## src/rtl/note_pkg.sv

```systemverilog
// note_pkg: shared defaults and helpers for the note lane engine.
//   - default geometry / timing parameters for note_lane_engine and note_lane
//   - HIT_BASE: points awarded for a hit before the combo bonus
//   - lane_idx_t: lane index type for the default lane count
//   - saturating helpers for the score and combo counters
package note_pkg;

  localparam int NUM_LANES_DEF  = 5;
  localparam int DEPTH_DEF      = 8;
  localparam int SPEED_DEF      = 4;
  localparam int HIT_Y_DEF      = 440;
  localparam int HIT_WIN_DEF    = 12;
  localparam int NOTE_H_DEF     = 16;
  localparam int NOTE_W_DEF     = 48;
  localparam int LANE_X0_DEF    = 120;
  localparam int LANE_PITCH_DEF = 80;

  localparam logic [15:0] HIT_BASE = 16'd10;

  localparam int LANE_IDX_W = $clog2(NUM_LANES_DEF);
  typedef logic [LANE_IDX_W-1:0] lane_idx_t;

  // 16-bit add that sticks at all-ones instead of wrapping
  function automatic logic [15:0] sat_add16(input logic [15:0] a, input logic [15:0] b);
    logic [16:0] sum;
    sum = {1'b0, a} + {1'b0, b};
    return sum[16] ? 16'hFFFF : sum[15:0];
  endfunction

  // 8-bit increment that sticks at 255
  function automatic logic [7:0] sat_inc8(input logic [7:0] a);
    return (a == 8'hFF) ? 8'hFF : a + 8'd1;
  endfunction

endpackage

```

## src/rtl/note_lane.sv

```systemverilog
// note_lane: one lane of falling notes.
//   Clk, Reset_n      : clock, async active-low reset
//   tick              : one-cycle frame advance strobe
//   spawn             : write a new note (y=0) at the tail; ignored when full
//   pop_hit           : judged hit on this lane; pops the head if in window
//   DrawX, DrawY      : current pixel coordinate
//   full              : lane holds DEPTH notes
//   in_win            : head note is live and within the strike window
//   miss_det          : head note has passed below the window (pops this cycle)
//   is_note           : current pixel lies inside a live note of this lane
module note_lane
  import note_pkg::*;
#(
  parameter int DEPTH   = DEPTH_DEF,
  parameter int SPEED   = SPEED_DEF,
  parameter int HIT_Y   = HIT_Y_DEF,
  parameter int HIT_WIN = HIT_WIN_DEF,
  parameter int NOTE_H  = NOTE_H_DEF,
  parameter int NOTE_W  = NOTE_W_DEF,
  parameter int LANE_X  = LANE_X0_DEF
) (
  input  logic       Clk,
  input  logic       Reset_n,
  input  logic       tick,
  input  logic       spawn,
  input  logic       pop_hit,
  input  logic [9:0] DrawX,
  input  logic [9:0] DrawY,
  output logic       full,
  output logic       in_win,
  output logic       miss_det,
  output logic       is_note
);

  localparam int PW = $clog2(DEPTH);
  localparam int CW = PW + 1;
  localparam logic [11:0] WIN_HI = 12'(HIT_Y + HIT_WIN);
  localparam logic [11:0] X_LO   = 12'(LANE_X);
  localparam logic [11:0] X_HI   = 12'(LANE_X + NOTE_W);

  logic [9:0]       y_r [DEPTH];
  logic [PW-1:0]    head_r;
  logic [PW-1:0]    tail_r;
  logic [CW-1:0]    count_r;
  logic [DEPTH-1:0] live_s;
  logic [11:0]      head_y_s;
  logic             push_s;
  logic             pop_s;
  logic             x_ok_s;

  // a slot is live when its distance from the head is below the count
  always_comb begin
    for (int j = 0; j < DEPTH; j++) begin
      live_s[j] = ({1'b0, PW'(PW'(j) - head_r)} < count_r);
    end
  end

  // head judgement flags and FIFO push/pop qualification
  always_comb begin
    head_y_s = {2'b00, y_r[head_r]};
    full     = (count_r == CW'(DEPTH));
    miss_det = (count_r != {CW{1'b0}}) && (head_y_s > WIN_HI);
    // lower bound written as y+WIN >= HIT_Y so it cannot underflow
    in_win   = (count_r != {CW{1'b0}}) &&
               ((head_y_s + 12'(HIT_WIN)) >= 12'(HIT_Y)) && (head_y_s <= WIN_HI);
    push_s   = spawn && !full;
    pop_s    = (pop_hit && in_win) || miss_det;
  end

  // FIFO pointers, count and per-slot y positions
  always_ff @(posedge Clk or negedge Reset_n) begin
    if (!Reset_n) begin
      head_r  <= {PW{1'b0}};
      tail_r  <= {PW{1'b0}};
      count_r <= {CW{1'b0}};
      for (int j = 0; j < DEPTH; j++) begin
        y_r[j] <= 10'd0;
      end
    end else begin
      if (push_s) begin
        tail_r <= tail_r + PW'(1);
      end
      if (pop_s) begin
        head_r <= head_r + PW'(1);
      end
      if (push_s && !pop_s) begin
        count_r <= count_r + CW'(1);
      end else if (pop_s && !push_s) begin
        count_r <= count_r - CW'(1);
      end
      // the tail slot is never live when pushing, so a fresh note skips this tick
      for (int j = 0; j < DEPTH; j++) begin
        if (push_s && (PW'(j) == tail_r)) begin
          y_r[j] <= 10'd0;
        end else if (tick && live_s[j]) begin
          y_r[j] <= y_r[j] + 10'(SPEED);
        end
      end
    end
  end

  // pixel-in-note test over all live slots
  always_comb begin
    x_ok_s  = ({2'b00, DrawX} >= X_LO) && ({2'b00, DrawX} < X_HI);
    is_note = 1'b0;
    for (int j = 0; j < DEPTH; j++) begin
      is_note = is_note | (x_ok_s && live_s[j] &&
                           ({2'b00, DrawY} >= {2'b00, y_r[j]}) &&
                           ({2'b00, DrawY} < ({2'b00, y_r[j]} + 12'(NOTE_H))));
    end
  end

endmodule

```

## src/rtl/note_lane_engine.sv

```systemverilog
// note_lane_engine: rhythm-game note lanes with spawn, fall, hit/miss judgement
// and scoring.
//   Clk, Reset_n               : 50 MHz clock, async active-low reset
//   frame_clk                  : VGA vsync; each rising edge advances notes
//   spawn_valid/lane/ready     : note-spawn handshake (ready = lane not full)
//   lane_press                 : level fret keys, one bit per lane
//   DrawX, DrawY               : current pixel coordinate
//   is_note                    : pixel lies in a live note, per lane
//   hit_pulse, miss_pulse      : one-cycle judgement strobes, per lane
//   score, combo               : running totals
module note_lane_engine
  import note_pkg::*;
#(
  parameter int NUM_LANES  = NUM_LANES_DEF,
  parameter int DEPTH      = DEPTH_DEF,
  parameter int SPEED      = SPEED_DEF,
  parameter int HIT_Y      = HIT_Y_DEF,
  parameter int HIT_WIN    = HIT_WIN_DEF,
  parameter int NOTE_H     = NOTE_H_DEF,
  parameter int NOTE_W     = NOTE_W_DEF,
  parameter int LANE_X0    = LANE_X0_DEF,
  parameter int LANE_PITCH = LANE_PITCH_DEF
) (
  input  logic                         Clk,
  input  logic                         Reset_n,
  input  logic                         frame_clk,
  input  logic                         spawn_valid,
  input  logic [$clog2(NUM_LANES)-1:0] spawn_lane,
  output logic                         spawn_ready,
  input  logic [NUM_LANES-1:0]         lane_press,
  input  logic [9:0]                   DrawX,
  input  logic [9:0]                   DrawY,
  output logic [NUM_LANES-1:0]         is_note,
  output logic [NUM_LANES-1:0]         hit_pulse,
  output logic [NUM_LANES-1:0]         miss_pulse,
  output logic [15:0]                  score,
  output logic [7:0]                   combo
);

  logic [1:0]           frame_sync_r;
  logic                 frame_prev_r;
  logic [NUM_LANES-1:0] press_d_r;
  logic [NUM_LANES-1:0] press_prev_r;
  logic [NUM_LANES-1:0] pending_r;
  logic [NUM_LANES-1:0] hit_pulse_r;
  logic [NUM_LANES-1:0] miss_pulse_r;
  logic [15:0]          score_r;
  logic [7:0]           combo_r;

  logic                 tick_s;
  logic [NUM_LANES-1:0] rise_s;
  logic [NUM_LANES-1:0] grant_s;
  logic [NUM_LANES-1:0] hit_s;
  logic                 ghost_s;
  logic                 found_s;
  logic [NUM_LANES-1:0] spawn_en_s;
  logic [NUM_LANES-1:0] full_s;
  logic [NUM_LANES-1:0] in_win_s;
  logic [NUM_LANES-1:0] miss_s;
  logic [15:0]          score_nxt_s;
  logic [7:0]           combo_nxt_s;
  logic                 sel_s;

  // frame tick, press edges, lowest-index grant and spawn steering
  always_comb begin
    tick_s  = frame_sync_r[1] & ~frame_prev_r;
    rise_s  = press_d_r & ~press_prev_r;
    found_s = 1'b0;
    for (int i = 0; i < NUM_LANES; i++) begin
      grant_s[i] = pending_r[i] & ~found_s;
      found_s    = found_s | pending_r[i];
    end
    hit_s   = grant_s & in_win_s;
    ghost_s = (grant_s != {NUM_LANES{1'b0}}) && (hit_s == {NUM_LANES{1'b0}});
    // an out-of-range spawn_lane selects nothing and reads as not ready
    spawn_ready = 1'b0;
    sel_s       = 1'b0;
    for (int i = 0; i < NUM_LANES; i++) begin
      sel_s         = (int'(spawn_lane) == i);
      spawn_ready   = spawn_ready | (sel_s & ~full_s[i]);
      spawn_en_s[i] = spawn_valid & sel_s & ~full_s[i];
    end
  end

  // score and combo update; any miss or ghost in the cycle breaks the combo
  always_comb begin
    score_nxt_s = score_r;
    combo_nxt_s = combo_r;
    if (hit_s != {NUM_LANES{1'b0}}) begin
      score_nxt_s = sat_add16(score_r, HIT_BASE + {8'd0, combo_r});
      combo_nxt_s = sat_inc8(combo_r);
    end else begin
      combo_nxt_s = combo_r;
    end
    if (ghost_s || (miss_s != {NUM_LANES{1'b0}})) begin
      combo_nxt_s = 8'd0;
    end else begin
      combo_nxt_s = combo_nxt_s;
    end
  end

  // synchronisers, pending presses, strobes and totals
  always_ff @(posedge Clk or negedge Reset_n) begin
    if (!Reset_n) begin
      frame_sync_r <= 2'b00;
      frame_prev_r <= 1'b0;
      press_d_r    <= {NUM_LANES{1'b0}};
      press_prev_r <= {NUM_LANES{1'b0}};
      pending_r    <= {NUM_LANES{1'b0}};
      hit_pulse_r  <= {NUM_LANES{1'b0}};
      miss_pulse_r <= {NUM_LANES{1'b0}};
      score_r      <= 16'd0;
      combo_r      <= 8'd0;
    end else begin
      frame_sync_r <= {frame_sync_r[0], frame_clk};
      frame_prev_r <= frame_sync_r[1];
      press_d_r    <= lane_press;
      press_prev_r <= press_d_r;
      pending_r    <= (pending_r & ~grant_s) | rise_s;
      hit_pulse_r  <= hit_s;
      miss_pulse_r <= miss_s;
      score_r      <= score_nxt_s;
      combo_r      <= combo_nxt_s;
    end
  end

  assign hit_pulse  = hit_pulse_r;
  assign miss_pulse = miss_pulse_r;
  assign score      = score_r;
  assign combo      = combo_r;

  for (genvar gi = 0; gi < NUM_LANES; gi++) begin : g_lane
    note_lane #(
      .DEPTH   (DEPTH),
      .SPEED   (SPEED),
      .HIT_Y   (HIT_Y),
      .HIT_WIN (HIT_WIN),
      .NOTE_H  (NOTE_H),
      .NOTE_W  (NOTE_W),
      .LANE_X  (LANE_X0 + gi * LANE_PITCH)
    ) u_lane (
      .Clk      (Clk),
      .Reset_n  (Reset_n),
      .tick     (tick_s),
      .spawn    (spawn_en_s[gi]),
      .pop_hit  (hit_s[gi]),
      .DrawX    (DrawX),
      .DrawY    (DrawY),
      .full     (full_s[gi]),
      .in_win   (in_win_s[gi]),
      .miss_det (miss_s[gi]),
      .is_note  (is_note[gi])
    );
  end

endmodule

```

## config.mk

```make
export PLATFORM = sky130hd
export DESIGN_NAME = note_lane_engine
export DESIGN_NICKNAME = d
export VERILOG_FILES = /design/src/rtl/note_pkg.sv /design/src/rtl/note_lane.sv /design/src/rtl/note_lane_engine.sv
export SDC_FILE = /design/constraint.sdc
export NUM_CORES = 2
export LEC_CHECK = 0
export ABC_AREA = 1
export CORE_UTILIZATION = 40
export CTS_BUF_LIST = sky130_fd_sc_hd__clkbuf_4 sky130_fd_sc_hd__clkbuf_8
export DETAILED_ROUTE_END_ITERATION = 7
export DONT_BUFFER_PORTS = 1
export GPL_ROUTABILITY_DRIVEN = 1
export PLACE_DENSITY = 0.64
export SYNTH_ARGS = -nofsm -noshare
export SYNTH_HDL_FRONTEND = slang
export SYNTH_HIERARCHICAL = 1
export SYNTH_SLANG_ARGS = --single-unit
```

## constraint.sdc

```tcl
create_clock -name Clk -period 7.85 [get_ports Clk]
set_clock_uncertainty 0.15 [all_clocks]
set_input_delay 1.57 -clock Clk [delete_from_list [all_inputs] [get_ports Clk]]
set_output_delay 1.57 -clock Clk [all_outputs]
set_load 0.05 [all_outputs]
```

# Word level (Yosys, flattened, before mapping)
# Cells that the tools add are included.
[op_classes]
add_sub_neg = 148
order_cmp = 150
n_eq_ne = 45
mux = 109
n_bitwise = 83
reduce_logical = 323
[ops]
columns = ["operator", "n"]
rows = [
  ["10-bit two-way mux", 90],
  ["10-bit by 12-bit less-than comparator with 1-bit output", 40],
  ["10-bit by 5-bit adder with 11-bit output, second input constant", 40],
  ["10-bit by 3-bit adder with 10-bit output, second input constant", 40],
  ["10-bit greater-or-equal comparator", 40],
  ["1-bit logical AND", 241],
  ["3-bit by 4-bit less-than comparator with 1-bit output", 40],
  ["10-bit binary-select mux with 3-bit select", 5],
  ["2-bit nonzero test", 46],
  ["3-bit == test, first input constant", 20],
  ["12-bit by 9-bit greater-or-equal comparator with 1-bit output, second input constant", 5],
  ["3-bit subtractor, first input constant", 20],
  ["10-bit by 4-bit adder with 11-bit output, second input constant", 5],
  ["10-bit by 9-bit > comparator with 1-bit output, second input constant", 5],
  ["10-bit by 9-bit less-or-equal comparator with 1-bit output, second input constant", 5],
  ["1-bit bitwise OR", 42],
  ["4-bit two-way mux", 10],
  ["3-bit by 1-bit adder with 3-bit output, second input constant", 10],
  ["2-bit by 3-bit == test with 1-bit output, first input constant", 10],
  ["10-bit by 9-bit greater-or-equal comparator with 1-bit output, second input constant", 3],
  ["10-bit by 9-bit less-than comparator with 1-bit output, second input constant", 3],
  ["1-bit by 3-bit subtractor with 3-bit output, first input constant", 10],
  ["2-bit by 3-bit subtractor with 3-bit output, first input constant", 10],
  ["8-bit two-way mux", 3],
  ["27 further kinds", 115],
]
[totals]
reg_bits = 502
in_bits = 32
output_inout_bits = 40

# Logic depth before layout (Yosys ltp)
[logic_depth]
word_depth = 14
depth_mapped = 32

# Hierarchy
# Netlist, hierarchy kept.
[modules_own_cells]
columns = ["mod", "instances", "cells_per_inst", "area_per_inst_um2", "seq_area_each_um2"]
rows = [
  ["note_lane at g_lane[1].u_lane", 1, 1142, 8338.0, 1851.8],
  ["note_lane at g_lane[3].u_lane", 1, 1156, 8285.4, 1851.8],
  ["note_lane at g_lane[0].u_lane", 1, 1147, 8246.7, 1851.8],
  ["note_lane at g_lane[4].u_lane", 1, 1146, 8232.9, 1851.8],
  ["note_lane at g_lane[2].u_lane", 1, 1133, 8139.1, 1851.8],
  ["note_lane_engine", 1, 341, 2856.5, 1301.2],
]

# Least setup slack after synthesis
# Ideal clock, no wire load.
[synth_timing]
path_type = "in2out"
start = "in DrawX[7]"
end = "out is_note[2]"
arrival_time_ps = 2908
t_required_ps = 6130
slack_ps = 3222
stages = 8
path_buffers = 0
cell_sequence = "or2_2 nor3_1 nand2_1 inv_1 nand3_1 o31ai_1 nor2_1 nand2_1"
[synth_between]
elab_chain_cells = 12
word_cells_on_any_way = 34
[synth_lines]
columns = ["item", "line", "rtl"]
rows = [
  ["start, declared", "note_lane_engine.sv:31", "input logic [9:0] DrawX,"],
  ["10-bit by 9-bit greater-or-equal comparator with 1-bit output or 10-bit by 9-bit less-than comparator with 1-bit output (tied branches)", "note_lane.sv:104", "x_ok_s = ({2'b00, DrawX} >= X_LO) && ({2'b00, DrawX} < X_HI);"],
  ["1-bit logical AND *", "note_lane.sv:104", ""],
  ["1-bit logical AND (2 in a row)", "note_lane.sv:107", "is_note = is_note | (x_ok_s && live_s[j] &&"],
  ["1-bit logical AND", "note_lane.sv:108", "({2'b00, DrawY} >= {2'b00, y_r[j]}) &&"],
  ["1-bit bitwise OR (6 in a row)", "note_lane.sv:107", ""],
  ["1-bit bitwise OR *", "note_lane.sv:107", ""],
  ["end, declared", "note_lane_engine.sv:33", "output logic [NUM_LANES-1:0] is_note,"],
]
# Every way passes the cells marked *; elsewhere a longest branch is shown, timed or not.

# Worst setup path in the final report
[layout_timing]
start = "reg g_lane[4].u_lane.head_r[0]"
end = "out is_note[4]"
[layout_between]
elab_chain_cells = 12
word_cells_on_any_way = 47
[layout_lines]
columns = ["item", "line", "rtl"]
rows = [
  ["start, declared", "note_lane.sv:42", "logic [PW-1:0] head_r;"],
  ["start signal, assigned", "note_lane.sv:73", "head_r <= {PW{1'b0}};"],
  ["start signal, assigned", "note_lane.sv:84", "head_r <= head_r + PW'(1);"],
  ["1-bit by 3-bit subtractor with 3-bit output", "note_lane.sv:54", "live_s[j] = ({1'b0, PW'(PW'(j) - head_r)} < count_r);"],
  ["3-bit by 4-bit less-than comparator with 1-bit output", "note_lane.sv:54", ""],
  ["1-bit logical AND (2 in a row)", "note_lane.sv:107", ""],
  ["1-bit logical AND", "note_lane.sv:108", ""],
  ["1-bit bitwise OR (6 in a row)", "note_lane.sv:107", ""],
  ["1-bit bitwise OR *", "note_lane.sv:107", ""],
]
# Marked as above.

==> flow_summary.yaml <==
worst_setup_path:
  cp-end-kind: "output port"
  worstSetupPathType: "flip-flop to output port"
  start_kind: "flip-flop"
  critical_path.slowest_cell: "dfrtp_1"
  required_ps: 6130
  critPathBufInv: 2
  max_stage_delay_ps: 710
  reg2reg_slack_ps: 2540
  crit_fanout: 33
  worstPathArrival_ps: 4190
  path_delay_family: "simple AND/OR/NAND/NOR gates"
  crit_path_frequent_cell: "nand2_1"
  path_cells: "buf_4, clkinv_4, ha_1, ha_1, nand2_1, nand2_1, a21oi_1, nor2_1, nor2_1, o2111ai_1, nand2_1, nor2_1, nand2_1"
power_and_ir_drop:
  sequentialPowerShare: 0.247
  p_sw_mw: 7.715
  comb_power_share: 0.583
  internal_power_mw: 7.535
  ir_drop_v: 0.0001707
  swShare: 0.5059
  p_clk_frac: 0.170
  power_density_nw_per_um2: 322.0
  p_leak_nw: 23.55
global_route:
  grt_pass1_vias: 39400
  grtUsageTotal: 0.2251
  grt-ovfl-total: 0
  antenna_found_initial: 11
  grt_max_degree: 423
  grt_pass1_wl_um: 206000
route:
  route.antenna.remaining_nets: 0
  vias: 41460
  initialDrtViolationCount: 3099
  routed_wl_um: 126700
  dr.pass1.iters: 6
  vias_per_cell: 5.462
  post_drt_wl_per_cell_um: 16.69
  drc: 0
sta:
  fin_crit_sh: 0.7528
  rsz0062_at_grt: "false"
  finalSetupViolations: 0
  worstMarginPinSlew_ps: 1801
  worst_slew_margin_rel: -0.2007
  hold_ws_ps: 206.7
  hold_viol: 0
  fmax_mhz: 169.2
  period_needed_ps: 5910
  maxSlewViolCount: 232
  setup_tns_ps: 0
cells_and_area:
  register_area_um2: 10560
  multi_input_area_um2: 29820
  fin_nets: 6929
  fin_area_um2: 47360
  finalNonFillerCells: 7590
  drive_gt1_frac: 0.06383
  synthToLayoutAreaGrowth_pct: 7.402
  fill_cells: 11100
floorplan:
  num_rows: 121
  die_y_um: 334.0
  core_um2: 109000
  die_area_um2: 111600
  io-pin-count: 72
  die_w_um: 334.0
  initial_core_util: 0.4046
hold_path:
  hold_class: "flip-flop to flip-flop"
yosys:
  synthCells: 6065
  ys_types: 66
  netlist_area_um2: 44100
  syn_avg_cell_area_um2: 7.271
  ys.flop_type: "dfrtp_1"
  async_flop_share: 1.000
  synth_fp_nets: 6890
  synth-seq-cells: 422
  synth.yosys.seq_area_share: 0.2395
  yosys_warnings: 6
  synth_enable_flop_cells: 0
clocking:
  cts_resized: 0
  ctsHoldBuffers: 0
  clkLatencyLatePin_ps: 740
  tritoncts: "yes"
  cts_setup_buffers: 0
  clockBufferDepth: 3
  htreeDepth: 3
  cts_root_buf: "clkbuf_8"
  cts.sinks: 422
  cts.clk_slew.worst_paths_ps: 60
  cts_buffers: 88
job:
  drv_cap: 0
placed_design:
  placed_cells: 7428
  placed_area_um2: 45450
  io_buffers: 0
  gp_congestion: 0.9035
  hpwl_um: 89150
run_status:
  status: "finished with violations"
  violations: "slew limit"
## cell families (layout without fill, tap and decap cells)
group,count (synthesis),count (layout),synth area share
and+or+nand+nor,2599,2599,0.2687
AOI/OAI and AO/OA,1188,1188,0.1529
adders and majority gates,793,793,0.2260
xor gates and xnor gates,143,143,0.02840
DFF,422,422,0.2395
buffers and inverters,920,1028,0.08455
other,0,3,0
## power by group through the flow
stage | Combinational, mW | Clock, mW | Sequential [mW]
finish | 8.89 | 2.60 | 3.76
global route | 10.2 | 2.78 | 3.88
CTS | 8.80 | 2.69 | 3.75
detailed placement | 8.74 | 0 | 3.79
global placement | 8.47 | 0 | 3.76
floorplan | 7.00 | 0 | 3.54
## state kept, by name, summed over array words and instances, names as in the netlist
| signal | count |
|---|---|
| g_lane.u_lane/y_r | 320 |
| g_lane.u_lane/head_r | 15 |
| frame_sync_r | 2 |
| miss_pulse | 5 |
| g_lane.u_lane/tail_r | 15 |
| hit_pulse | 5 |
| frame_prev_r | 1 |
| combo | 8 |
| g_lane.u_lane/count_r | 20 |
| press_prev_r | 5 |
| pending_r | 5 |
| score | 16 |
| press_d_r | 5 |
## path summary, 6_finish.rpt
kind | from | end | cells after the start
max | g_lane[4].u_lane/head_r[0] | is_note[4] | 13
min | frame_sync_r[0] | frame_sync_r[1] | 0
max reg2reg | g_lane[2].u_lane/head_r[0] | g_lane[2].u_lane/count_r[3] | 26
min reg2reg | frame_sync_r[0] | frame_sync_r[1] | 0
max in group asynchronous | Reset_n | g_lane[3].u_lane/y_r[28] | 0
min in group asynchronous | Reset_n | g_lane[4].u_lane/y_r[28] | 0
## final cells by class
type / count / area share
tap: 1414 / 0.03735
timing repair buffer: 8 / 0.001268
clock inverter: 28 / 0.005099
sequential: 422 / 0.2230
multi-input combinational: 4723 / 0.6295
antenna: 3 / 0.0001585
clock buffer: 131 / 0.03516
inverter: 861 / 0.06845
## routing by layer
layer / share of wire / GRT usage / vias up / wire length, um
li1: - / - / 20770 / -
met2: 0.45 / 0.3719 / 1059 / 57280
met3: 0.062 / 0.03520 / 185 / 7818
met1: 0.47 / 0.3037 / 19430 / 58910
met4: 0.021 / 0.06012 / 6 / 2634
met5: 0.00032 / 0 / - / 40
## through the flow
| stage | setup slack (ps) | total power, mW | utilization |
|---|---|---|---|
| floorplan | 3222 | 10.54 | - |
| global placement | 2150 | 12.24 | 0.4169 |
| detailed placement | 2160 | 12.52 | 0.4169 |
| CTS | 1927 | 15.25 | 0.4344 |
| global route | 1687 | 16.90 | 0.4345 |
| finish | 1940 | 15.25 | 0.4345 |
## cell usage in the layout, fill, tap and decap left out, types with 17 or more instances in the layout
cell type	n
clkbuf_4	22
xor2_1	104
o21ai_0	379
a211oi_1	29
inv_2	33
o21ai_1	22
clkbuf_8	109
dfrtp_1	422
nor4_1	27
o2111ai_1	43
clkinv_2	18
nor3b_1	21
o211ai_1	92
o21a_1	20
a21o_1	17
nor2_2	47
inv_1	817
nand2_2	42
a21oi_1	519
nor2_1	415
nand3_2	23
nand4_1	146
nand2_1	1282
xnor2_1	39
ha_1	787
nor2_4	19
nand3_1	389
nor3_1	116
nand3b_1	17
## worst reg2reg max path: stages, from the launching register on
cell,delay (ps)
dfrtp_1,380
inv_2,390
nand2_1,120
nand3_1,170
nand2_1,110
nor2_2,160
ha_1,230
or2_2,120
nand3_1,70
nand3_1,90
nand3_1,80
nor2_1,150
and3_1,230
nand2_1,70
nor3_1,890
nand4_2,330
nand2_2,190
inv_1,60
ha_1,210
inv_1,120
ha_1,240
a21o_1,160
a21oi_1,160
nor2_1,60
nor2_1,80
nand2_1,70
xor2_1,140
## cells in the mapped netlist, types with 42 or more instances
cell / instances / area [um2]
nor3_1: 116 / 580.6
ha_1: 787 / 9847
nor2_2: 47 / 294.0
nand2_1: 1282 / 4812
o2111ai_1: 43 / 376.6
xor2_1: 104 / 910.9
dfrtp_1: 422 / 10560
nand2_2: 42 / 262.8
inv_1: 817 / 3067
o21ai_0: 379 / 1897
nand3_1: 389 / 1947
a21oi_1: 519 / 2597
nand4_1: 146 / 913.4
nor2_1: 416 / 1562
o211ai_1: 92 / 690.7
No activity file was read; power rests on OpenSTA's default activity.
